## src/rtl/dmem_bus_adapter_pkg.sv

```systemverilog
// Shared definitions for the data-memory bus adapter: RV32I load/store
// width encodings (funct3), FSM states, error cause codes and the base
// byte-enable patterns that get shifted into position by the address.
package dmem_bus_pkg;

  localparam int DATA_W = 32;

  // funct3 width encodings seen on core_width_sel_i
  localparam logic [2:0] WIDTH_B  = 3'b000;
  localparam logic [2:0] WIDTH_H  = 3'b001;
  localparam logic [2:0] WIDTH_W  = 3'b010;
  localparam logic [2:0] WIDTH_BU = 3'b100;
  localparam logic [2:0] WIDTH_HU = 3'b101;

  typedef enum logic [1:0] {
    ST_IDLE = 2'd0,
    ST_REQ  = 2'd1,
    ST_RSP  = 2'd2,
    ST_DONE = 2'd3
  } state_e;

  typedef enum logic [1:0] {
    ERR_NONE     = 2'b00,
    ERR_MISALIGN = 2'b01,
    ERR_BUS      = 2'b10,
    ERR_TIMEOUT  = 2'b11
  } err_cause_e;

  // Byte-enable patterns for lane 0; B and H are shifted left by addr[1:0]
  localparam logic [3:0] BE_BYTE = 4'b0001;
  localparam logic [3:0] BE_HALF = 4'b0011;
  localparam logic [3:0] BE_WORD = 4'b1111;

endpackage

```

## src/rtl/dmem_bus_adapter_if.sv

```systemverilog
// Data-memory bus: a valid/ready request channel plus a response channel
// that carries read data or a write acknowledge.
//   master: the adapter (drives req_*, receives req_ready and rsp_*)
//   slave : the interconnect / memory side
interface dmem_bus_if #(
  parameter int ADDR_W = 32
) ();
  logic              req_valid;
  logic              req_ready;
  logic              req_we;
  logic [ADDR_W-1:0] req_addr;   // word aligned, bits [1:0] always zero
  logic [3:0]        req_be;
  logic [31:0]       req_wdata;  // already lane-steered
  logic              rsp_valid;
  logic [31:0]       rsp_rdata;  // raw word, not yet lane-extracted
  logic              rsp_err;    // qualified by rsp_valid

  modport master (
    output req_valid, req_we, req_addr, req_be, req_wdata,
    input  req_ready, rsp_valid, rsp_rdata, rsp_err
  );

  modport slave (
    input  req_valid, req_we, req_addr, req_be, req_wdata,
    output req_ready, rsp_valid, rsp_rdata, rsp_err
  );
endinterface

```

## src/rtl/dmem_bus_adapter_lane_align.sv

```systemverilog
// lsu_lane_align: purely combinational RV32I lane logic.
//   Request side : width_sel/addr_lo/wdata -> be, wdata_lane, align_err
//                  (align_err also flags undefined width encodings)
//   Load side    : ld_width_sel/ld_addr_lo/ld_word -> ld_data, the selected
//                  byte/half/word sign- or zero-extended to 32 bits
module lsu_lane_align
  import dmem_bus_pkg::*;
(
  input  logic [2:0]        width_sel,
  input  logic [1:0]        addr_lo,
  input  logic [DATA_W-1:0] wdata,
  output logic [3:0]        be,
  output logic [DATA_W-1:0] wdata_lane,
  output logic              align_err,
  input  logic [2:0]        ld_width_sel,
  input  logic [1:0]        ld_addr_lo,
  input  logic [DATA_W-1:0] ld_word,
  output logic [DATA_W-1:0] ld_data
);

  logic [7:0]  ld_byte;
  logic [15:0] ld_half;

  always_comb begin
    be         = '0;
    wdata_lane = '0;
    align_err  = 1'b0;
    case (width_sel)
      WIDTH_B, WIDTH_BU: begin
        be         = BE_BYTE << addr_lo;
        wdata_lane = {4{wdata[7:0]}};
      end
      WIDTH_H, WIDTH_HU: begin
        be         = BE_HALF << addr_lo;
        wdata_lane = {2{wdata[15:0]}};
        align_err  = addr_lo[0];
      end
      WIDTH_W: begin
        be         = BE_WORD;
        wdata_lane = wdata;
        align_err  = |addr_lo;
      end
      default: align_err = 1'b1;
    endcase
  end

  always_comb begin
    ld_byte = 8'(ld_word >> {ld_addr_lo, 3'b000});
    ld_half = ld_addr_lo[1] ? ld_word[31:16] : ld_word[15:0];
    case (ld_width_sel)
      WIDTH_B:  ld_data = {{24{ld_byte[7]}}, ld_byte};
      WIDTH_BU: ld_data = {24'h0, ld_byte};
      WIDTH_H:  ld_data = {{16{ld_half[15]}}, ld_half};
      WIDTH_HU: ld_data = {16'h0, ld_half};
      default:  ld_data = ld_word;
    endcase
  end

endmodule

```

## src/rtl/dmem_bus_adapter.sv

```systemverilog
// dmem_bus_adapter: turns the core's single-cycle data-memory port into a
// valid/ready request + response transaction, stalling the pipeline while
// the transaction is outstanding.
//   clk_i, rst_i          : clock, synchronous active-low reset
//   core_re_i/core_we_i   : load/store request (store wins), held while stalled
//   core_width_sel_i      : funct3 width, core_addr_i byte address
//   core_wdata_i          : right-aligned store data
//   core_rdata_o          : formatted load data, valid in the DONE cycle
//   core_stall_o          : pipeline hold
//   core_err_o/_cause_o   : one-cycle error pulse and cause
//   bus                   : dmem_bus_if master (request + response channels)
module dmem_bus_adapter
  import dmem_bus_pkg::*;
#(
  parameter int ADDR_W  = 32,   // must be <= 32
  parameter int TIMEOUT = 255   // cycles allowed in REQ+RSP, >= 1
) (
  input  logic              clk_i,
  input  logic              rst_i,
  input  logic              core_re_i,
  input  logic              core_we_i,
  input  logic [2:0]        core_width_sel_i,
  input  logic [31:0]       core_addr_i,
  input  logic [DATA_W-1:0] core_wdata_i,
  output logic [DATA_W-1:0] core_rdata_o,
  output logic              core_stall_o,
  output logic              core_err_o,
  output logic [1:0]        core_err_cause_o,
  dmem_bus_if.master        bus
);

  localparam int CNT_W = (TIMEOUT < 2) ? 1 : $clog2(TIMEOUT);

  state_e            state_q;
  logic              req_valid_q;
  logic [CNT_W-1:0]  cnt_q;
  logic [DATA_W-1:0] rdata_q;
  logic              err_q;
  err_cause_e        cause_q;

  logic              we_q;
  logic [2:0]        width_q;
  logic [1:0]        addr_lo_q;
  logic [ADDR_W-1:0] addr_q;
  logic [3:0]        be_q;
  logic [DATA_W-1:0] wdata_q;

  logic [3:0]        be_next;
  logic [DATA_W-1:0] wdata_next;
  logic [DATA_W-1:0] ld_data;
  logic              align_err;
  logic              access;
  logic              start;
  logic              misalign_err;
  logic              timeout_hit;

  lsu_lane_align u_lane (
    .width_sel    (core_width_sel_i),
    .addr_lo      (core_addr_i[1:0]),
    .wdata        (core_wdata_i),
    .be           (be_next),
    .wdata_lane   (wdata_next),
    .align_err    (align_err),
    .ld_width_sel (width_q),
    .ld_addr_lo   (addr_lo_q),
    .ld_word      (bus.rsp_rdata),
    .ld_data      (ld_data)
  );

  assign access       = core_re_i | core_we_i;
  assign start        = (state_q == ST_IDLE) & access & ~align_err;
  assign misalign_err = (state_q == ST_IDLE) & access & align_err;
  // Last permitted REQ/RSP cycle: cnt_q counts cycles already spent there
  assign timeout_hit  = (cnt_q == CNT_W'(TIMEOUT - 1));

  // Control FSM; rdata/err are registered so they appear only in DONE
  always_ff @(posedge clk_i) begin
    if (!rst_i) begin
      state_q     <= ST_IDLE;
      req_valid_q <= 1'b0;
      cnt_q       <= '0;
      rdata_q     <= '0;
      err_q       <= 1'b0;
      cause_q     <= ERR_NONE;
    end else begin
      case (state_q)
        ST_IDLE: begin
          if (start) begin
            state_q     <= ST_REQ;
            req_valid_q <= 1'b1;
            cnt_q       <= '0;
          end
        end
        ST_REQ: begin
          // Timeout wins over a same-cycle accept so REQ+RSP never exceeds TIMEOUT
          if (timeout_hit) begin
            state_q     <= ST_DONE;
            req_valid_q <= 1'b0;
            err_q       <= 1'b1;
            cause_q     <= ERR_TIMEOUT;
          end else begin
            cnt_q <= cnt_q + CNT_W'(1);
            if (bus.req_ready) begin
              state_q     <= ST_RSP;
              req_valid_q <= 1'b0;
            end
          end
        end
        ST_RSP: begin
          // A response arriving in the last permitted cycle still counts
          if (bus.rsp_valid) begin
            state_q <= ST_DONE;
            if (bus.rsp_err) begin
              err_q   <= 1'b1;
              cause_q <= ERR_BUS;
            end else begin
              rdata_q <= we_q ? '0 : ld_data;
            end
          end else if (timeout_hit) begin
            state_q <= ST_DONE;
            err_q   <= 1'b1;
            cause_q <= ERR_TIMEOUT;
          end else begin
            cnt_q <= cnt_q + CNT_W'(1);
          end
        end
        default: begin
          state_q <= ST_IDLE;
          rdata_q <= '0;
          err_q   <= 1'b0;
          cause_q <= ERR_NONE;
        end
      endcase
    end
  end

  // Request latch: data only, captured when a legal access is accepted
  always_ff @(posedge clk_i) begin
    if (start) begin
      we_q      <= core_we_i;
      width_q   <= core_width_sel_i;
      addr_lo_q <= core_addr_i[1:0];
      addr_q    <= {core_addr_i[ADDR_W-1:2], 2'b00};
      be_q      <= be_next;
      wdata_q   <= wdata_next;
    end
  end

  // Request fields are forced to zero when idle so the unreset latch never leaks
  assign bus.req_valid = req_valid_q;
  assign bus.req_we    = req_valid_q & we_q;
  assign bus.req_addr  = req_valid_q ? addr_q  : '0;
  assign bus.req_be    = req_valid_q ? be_q    : '0;
  assign bus.req_wdata = req_valid_q ? wdata_q : '0;

  assign core_rdata_o     = rdata_q;
  assign core_stall_o     = start | (state_q == ST_REQ) | (state_q == ST_RSP);
  assign core_err_o       = err_q | misalign_err;
  assign core_err_cause_o = misalign_err ? ERR_MISALIGN : cause_q;

endmodule
```

## src/flat_wrapper.sv

```systemverilog
// flat-port wrapper written by rule: the top's interface ports become plain ports
module dmem_bus_adapter_flat import dmem_bus_pkg::*;
#(
  parameter int ADDR_W  = 32,                   
  parameter int TIMEOUT = 255                                     
)
  (clk_i, rst_i, core_re_i, core_we_i, core_width_sel_i, core_addr_i, core_wdata_i, core_rdata_o, core_stall_o, core_err_o, core_err_cause_o, bus_req_valid, bus_req_we, bus_req_addr, bus_req_be, bus_req_wdata, bus_req_ready, bus_rsp_valid, bus_rsp_rdata, bus_rsp_err);
  dmem_bus_if #(.ADDR_W(ADDR_W)) bus_i ();
  input  logic clk_i;
  input  logic rst_i;
  input  logic core_re_i;
  input  logic core_we_i;
  input  logic [2:0] core_width_sel_i;
  input  logic [31:0] core_addr_i;
  input  logic [DATA_W-1:0] core_wdata_i;
  output logic [DATA_W-1:0] core_rdata_o;
  output logic core_stall_o;
  output logic core_err_o;
  output logic [1:0] core_err_cause_o;
  output wire logic [$bits(bus_i.req_valid)-1:0] bus_req_valid;
  output wire logic [$bits(bus_i.req_we)-1:0] bus_req_we;
  output wire logic [$bits(bus_i.req_addr)-1:0] bus_req_addr;
  output wire logic [$bits(bus_i.req_be)-1:0] bus_req_be;
  output wire logic [$bits(bus_i.req_wdata)-1:0] bus_req_wdata;
  input wire logic [$bits(bus_i.req_ready)-1:0] bus_req_ready;
  input wire logic [$bits(bus_i.rsp_valid)-1:0] bus_rsp_valid;
  input wire logic [$bits(bus_i.rsp_rdata)-1:0] bus_rsp_rdata;
  input wire logic [$bits(bus_i.rsp_err)-1:0] bus_rsp_err;
  assign bus_req_valid = bus_i.req_valid;
  assign bus_req_we = bus_i.req_we;
  assign bus_req_addr = bus_i.req_addr;
  assign bus_req_be = bus_i.req_be;
  assign bus_req_wdata = bus_i.req_wdata;
  assign bus_i.req_ready = bus_req_ready;
  assign bus_i.rsp_valid = bus_rsp_valid;
  assign bus_i.rsp_rdata = bus_rsp_rdata;
  assign bus_i.rsp_err = bus_rsp_err;
  dmem_bus_adapter #(.ADDR_W(ADDR_W), .TIMEOUT(TIMEOUT)) u_core (.clk_i(clk_i), .rst_i(rst_i), .core_re_i(core_re_i), .core_we_i(core_we_i), .core_width_sel_i(core_width_sel_i), .core_addr_i(core_addr_i), .core_wdata_i(core_wdata_i), .core_rdata_o(core_rdata_o), .core_stall_o(core_stall_o), .core_err_o(core_err_o), .core_err_cause_o(core_err_cause_o), .bus(bus_i));
endmodule
```

## config.mk

```make
export PLATFORM = sky130hd
export DESIGN_NAME = dmem_bus_adapter_flat
export DESIGN_NICKNAME = d
export VERILOG_FILES = /design/src/rtl/dmem_bus_adapter_pkg.sv /design/src/rtl/dmem_bus_adapter_if.sv /design/src/rtl/dmem_bus_adapter_lane_align.sv /design/src/rtl/dmem_bus_adapter.sv /design/src/flat_wrapper.sv
export SDC_FILE = /design/constraint.sdc
export NUM_CORES = 1
export LEC_CHECK = 0
export CAP_MARGIN = 5
export CORE_UTILIZATION = 45
export CTS_CLUSTER_SIZE = 8
export DETAILED_ROUTE_END_ITERATION = 8
export PLACE_DENSITY = 0.82
export SKIP_LAST_GASP = 1
export SYNTH_ARGS = -nofsm -noshare
export SYNTH_HDL_FRONTEND = slang
export SYNTH_SLANG_ARGS = --single-unit
```

## constraint.sdc

```tcl
create_clock -name clk_i -period 9.83 [get_ports clk_i]
set_input_delay 2.4575 -clock clk_i [delete_from_list [all_inputs] [get_ports clk_i]]
set_output_delay 2.4575 -clock clk_i [all_outputs]
set_load 0.01 [all_outputs]
```

# [After elaboration in Yosys (flattened, before gate mapping)]
# Cells that the tools add are included.
[totals] register_bits=118 input_bits=106 elab_cells=93
[classes] addsub=1 eq_ne=17 n_shift=3 n_mux=35 n_bitwise=11 n_reduce_logical=14
[ops] operator="32-bit two-way mux" n=5
[ops] operator="32-bit one-hot mux with 4 select lines" n=1
[ops] operator="32-bit one-hot mux with 3 select lines" n=1
[ops] operator="32-bit one-hot mux with 2 select lines" n=1
[ops] operator="32-bit by 5-bit right shift with 8-bit output" n=1
[ops] operator="8-bit two-way mux" n=3
[ops] operator="8-bit one-hot mux with 3 select lines" n=1
[ops] operator="2-bit two-way mux" n=9
[ops] operator="16-bit two-way mux" n=1
[ops] operator="3-bit equality test, second input constant" n=4
[ops] operator="2-bit one-hot mux with 3 select lines" n=2
[ops] operator="4-bit one-hot mux with 3 select lines" n=1
[ops] operator="3-bit AND reduction" n=4
[ops] operator="8-bit by 1-bit adder with 8-bit output, second input constant" n=1
[ops] operator="8-bit equality test, second input constant" n=1
[ops] operator="2-bit OR reduction" n=4
[ops] operator="3-bit by 1-bit equality test with 1-bit output, second input constant" n=2
[ops] operator="3-bit zero test" n=2
[ops] operator="1-bit two-way mux" n=6
[ops] operator="2-bit != test, second input constant" n=3
[ops] operator="3-bit by 2-bit != test with 1-bit output, second input constant" n=2
[ops] operator="1-bit one-hot mux with 3 select lines" n=2
[ops] operator="1-bit AND" n=4
[ops] operator="4-bit two-way mux" n=1
[ops] operator="other kinds (14)" n=19

# [Depth between registers and ports, before layout]
[logic_depth] ltp_word=7 ltp_mapped=9 depth_no_buf=7

# [By module]
# A second synthesis with hierarchy kept.
[hier_totals] hier_cells=604 hier_area_um2=5908.2
[by_module_without_submodules] module="dmem_bus_adapter" instances=1 cells_each=402 area_per_inst_um2=4650.7 seq_area_each_um2=3083.0
[by_module_without_submodules] module="lsu_lane_align" instances=1 cells_each=202 area_per_inst_um2=1257.5 seq_area_each_um2=0.0

# [Worst setup path after synthesis]
# No wires, ideal clock.
[synth_timing] kind="input-to-output" startpoint="in core_width_sel_i[0]" endpoint="out core_stall_o" t_arrival_ps=6281 required_ps=7372 setup_slack_ps=1091 cell_stages=4 cell_sequence="nor4_4 nor2_1 nor2_1 or3_1"
[synth_via] elab_chain_len=7 word_cells_on_any_way=12
[synth_lines] item="from (decl)" line_no="flat_wrapper.sv:13" text="input logic [2:0] core_width_sel_i;"
[synth_lines] item="3-bit by 1-bit equality test with 1-bit output, or another cell as far along" line_no="dmem_bus_adapter_lane_align.sv:28" text="case (width_sel)"
[synth_lines] item="2-bit OR reduction" line_no="dmem_bus_adapter_lane_align.sv:28"
[synth_lines] item="1-bit one-hot mux with 3 select lines *" line_no="dmem_bus_adapter_lane_align.sv:28"
[synth_lines] item="1-bit NOT *" line_no="dmem_bus_adapter.sv:71" text="assign start = (state_q == ST_IDLE) & access & ~align_err;"
[synth_lines] item="1-bit AND *" line_no="dmem_bus_adapter.sv:71"
[synth_lines] item="via u_core.start" line_no="dmem_bus_adapter.sv:53" text="logic start;"
[synth_lines] item="1-bit bitwise OR * (2 in a row)" line_no="dmem_bus_adapter.sv:157" text="assign core_stall_o = start | (state_q == ST_REQ) | (state_q == ST_RSP);"
[synth_lines] item="to (decl)" line_no="flat_wrapper.sv:17" text="output logic core_stall_o;"
# Mark *: on every way through the listed nets, which the timed path passes. The rest lies on a longest branch.

# [Worst setup path after layout]
[layout_timing] startpoint="in core_width_sel_i[1]" endpoint="out core_stall_o"
# Same word-level chain as after synthesis.

==> metrics.yaml <==
layout:
  layout-drive-gt1-share_pct: 5.38
  layout_commonest_cell: "clkdlybuf4s50_1"
  nets: 861
  fin_area_sq_um: 8370
  n_antenna_cell: 0
  final_cells: 930
  layout_common_cells: "209 x clkdlybuf4s50_1, 72 x edfxtp_1, 70 x and2_1, 62 x nand2_1, 47 x a21oi_1"
  nFillCells: 893
  areaGrowthSynthToFinish_pct: 49.6
  utilization_pct: 69.4
global_route:
  grt_max_degree: 73
  track_usage_pct: 24.4
  grt_pass1_wl_um: 24100
  grt_pass1_vias: 4715
  antenna_found_initial: 0
  overflow: 0
floorplanning:
  die_h_um: 114
  die_area_sq_um: 12900
  core_area_sq_um: 12100
  start_util_pct: 46.4
  die_w_um: 114
  ios: 212
  num_rows: 40
critical_path:
  crit_type: "input port to output pin"
  cp.arrival_ps: 4850
  ff2ff_setup_slack_ps: 7120
  startpoint_type: "input port"
  endpoint_kind: "output pin"
  critPathMaxFanout: 32
  reg2reg_from: "u_core.width_q[1]"
  required_ps: 7370
  crit_end: "core_stall_o"
  r2r_cells: 4
  rr_endpoint: "u_core.core_rdata_o[12]"
  crit_start: "core_width_sel_i[1]"
drt:
  firstDrtPassIters: 5
  num_vias: 4947
  post_drt_wl_per_cell_um: 16.9
  drt_iter0_drc: 465
  wl_met2_um: 7880
  routed_via_density: 5.32
  routed_wirelength_um: 15700
  highest_layer: "met4"
  ant_nets: 0
  wl_met1_um: 6540
  drc: 0
  dr_wl_met3_um: 913
timing:
  fin_crit_ps: 7310
  slew_violations: 0
  fin_worst_skew_ps: 9.22
  tightest_slew_ps: 1120
  final.setup.tns_ps: 0
  clock.fmax_mhz: 137
  relSlewSlack_pct: 25.5
  setup_viol_count_final: 0
  finalCritPeriodShare_pct: 74.4
  final-hold-violation-count: 0
  rsz0062_at_grt: "false"
yosys:
  yosysWarnings: 0
  synth_top_family_by_area: "simple AND/OR/NAND/NOR gates"
  ys_top_cells_by_area: "edfxtp_1 39%, dfxtp_1 16%, and2_1 7.8%, a21oi_1 4.2%, nand2_1 4.2%"
  synth_area_sq_um: 5600
  synthCells: 553
  yosysTopAreaCell: "edfxtp_1"
  synth_compound_area_share_pct: 16.9
  synth_top_area_share_pct: 38.6
  synth_seq_cells: 118
  yosys_most_used_dff: "edfxtp_1"
  synthArstFlopShare_pct: 0
  synth_edf_count: 72
  synth_fa_ha_area_share_pct: 1.34
  ys_seq_area_share_pct: 55.1
  synthSimpleGateAreaFrac_pct: 18.5
  synth_mux_area_share_pct: 3.67
  synthXorXnorAreaFrac_pct: 0.156
  synth.avg_cell_area_sq_um: 10.1
  synth_cell_types: 55
place:
  dpl.cell_count: 898
  dp_hpwl_um: 11200
  portBuffers: 209
  place_area_sq_um: 7780
  routabilityCongestion: 0.935
pwr:
  power_density_nw_per_um2: 214
  ir_drop_mv: 0.154
  leakagePower_nw: 3.16
cts:
  cts_resized: 0
  cts_tree: "yes"
  cts.hold.buffers_added: 0
  clockBufferDepth: 2
  post_cts_buffers: 0
  clkTransAtPathRegs_ps: 50
  clock-sinks: 118
  cts_root_buf: "clkbuf_16"
  cts_buffers: 17
  clock_latency_ps: 410
  htreeDepth: 4
status:
  status: "finished clean"
min_path:
  hp-class: "flip-flop to flip-flop"
flow_run:
  maxCapViolCount: 0
[worst max-delay path, cell delays in order]
cell and delay, ps:
clkdlybuf4s50_1 1150, a21oi_2 110, nor2_1 230, nor2_4 60
or3_1 340, clkdlybuf4s50_1 510
[registers in the layout, summed over array words and instances (netlist names)]
| signal | count |
|---|---|
| u_core.be_q | 4 |
| u_core.err_q | 1 |
| u_core.state_q | 2 |
| u_core.we_q | 1 |
| u_core.width_q | 3 |
| u_core.wdata_q | 32 |
| u_core.bus.req_valid | 1 |
| u_core.cause_q | 2 |
| u_core.addr_lo_q | 2 |
| u_core.addr_q | 30 |
| u_core.core_rdata_o | 32 |
| u_core.cnt_q | 8 |
[layout make-up]
cell class                 count  area (sq um)  share of cell area [%]
sequential                   118          3080                    36.8
tap                          168           210                    2.51
clock inverter                13           161                    1.93
timing repair buffer         212          2110                    25.3
clock buffer                  19           433                    5.17
inverter                      21          78.8                   0.942
multi-input combinational    379          2290                    27.4
[report_power, final]
group	switching [mW]	internal, mW
clock network	0.211	0.417
registers	0.0360	0.608
logic	0.274	0.247
[Yosys cell counts, drive strengths merged, types with 2 or more instances]
cell type,number
ha,6
o221ai,12
inv,20
a21o,18
nand3,3
nor2,32
mux2,2
o21ai,45
mux2i,16
and2,70
o31ai,5
a32oi,5
nand2b,5
edfxtp,72
a31oi,2
nor4,2
buf,8
nor2b,2
and3,2
or3,9
a21boi,2
nand2,63
a21oi,48
or2,3
dfxtp,46
nand4,2
nor3,3
a311oi,2
clkbuf,28
[through the flow]
| stage | total power [mW] | hold WS [ps] | worst slack (ps) |
|---|---|---|---|
| 3_5_place_dp | 1.17 | 437 | 2500 |
| 5_1_grt | 1.87 | 458 | 2370 |
| 6_report | 1.79 | 445 | 2520 |
| 3_3_place_gp | 1.15 | 430 | 2510 |
| 4_1_cts | 1.80 | 443 | 2500 |
| 2_1_floorplan | 0.929 | 432 | 1090 |
[routing by layer]
layer / track usage (%) / up-vias
met3: 5.26 / 37
li1: - / 2360
met1: 30.3 / 2322
met4: 11.5 / 0
met2: 40.6 / 228
met5: 0 / -
[worst min path at each step]
stage / start / end / slack [ps] / cells past startpoint
finish: u_core.core_rdata_o[25] / u_core.core_rdata_o[25] / 440 / 2
global route: u_core.core_rdata_o[25] / u_core.core_rdata_o[25] / 460 / 2
CTS: u_core.core_rdata_o[3] / u_core.core_rdata_o[3] / 440 / 2
detailed placement: u_core.core_rdata_o[3] / u_core.core_rdata_o[3] / 440 / 2
global placement: u_core.core_rdata_o[1] / u_core.core_rdata_o[1] / 430 / 2
floorplan: u_core.cause_q[1] / u_core.cause_q[1] / 430 / 2
[cells by family (layout without fill, tap and decap cells)]
logic type | Yosys count | in the layout
compound gates | 152 | 152
xor+xnor | 1 | 1
fa+ha+maj | 6 | 6
buf+inv | 57 | 265
flops | 118 | 118
mux | 19 | 19
other cells | 1 | 2
simple gates | 199 | 199
No activity file was read; power rests on OpenSTA's default activity.
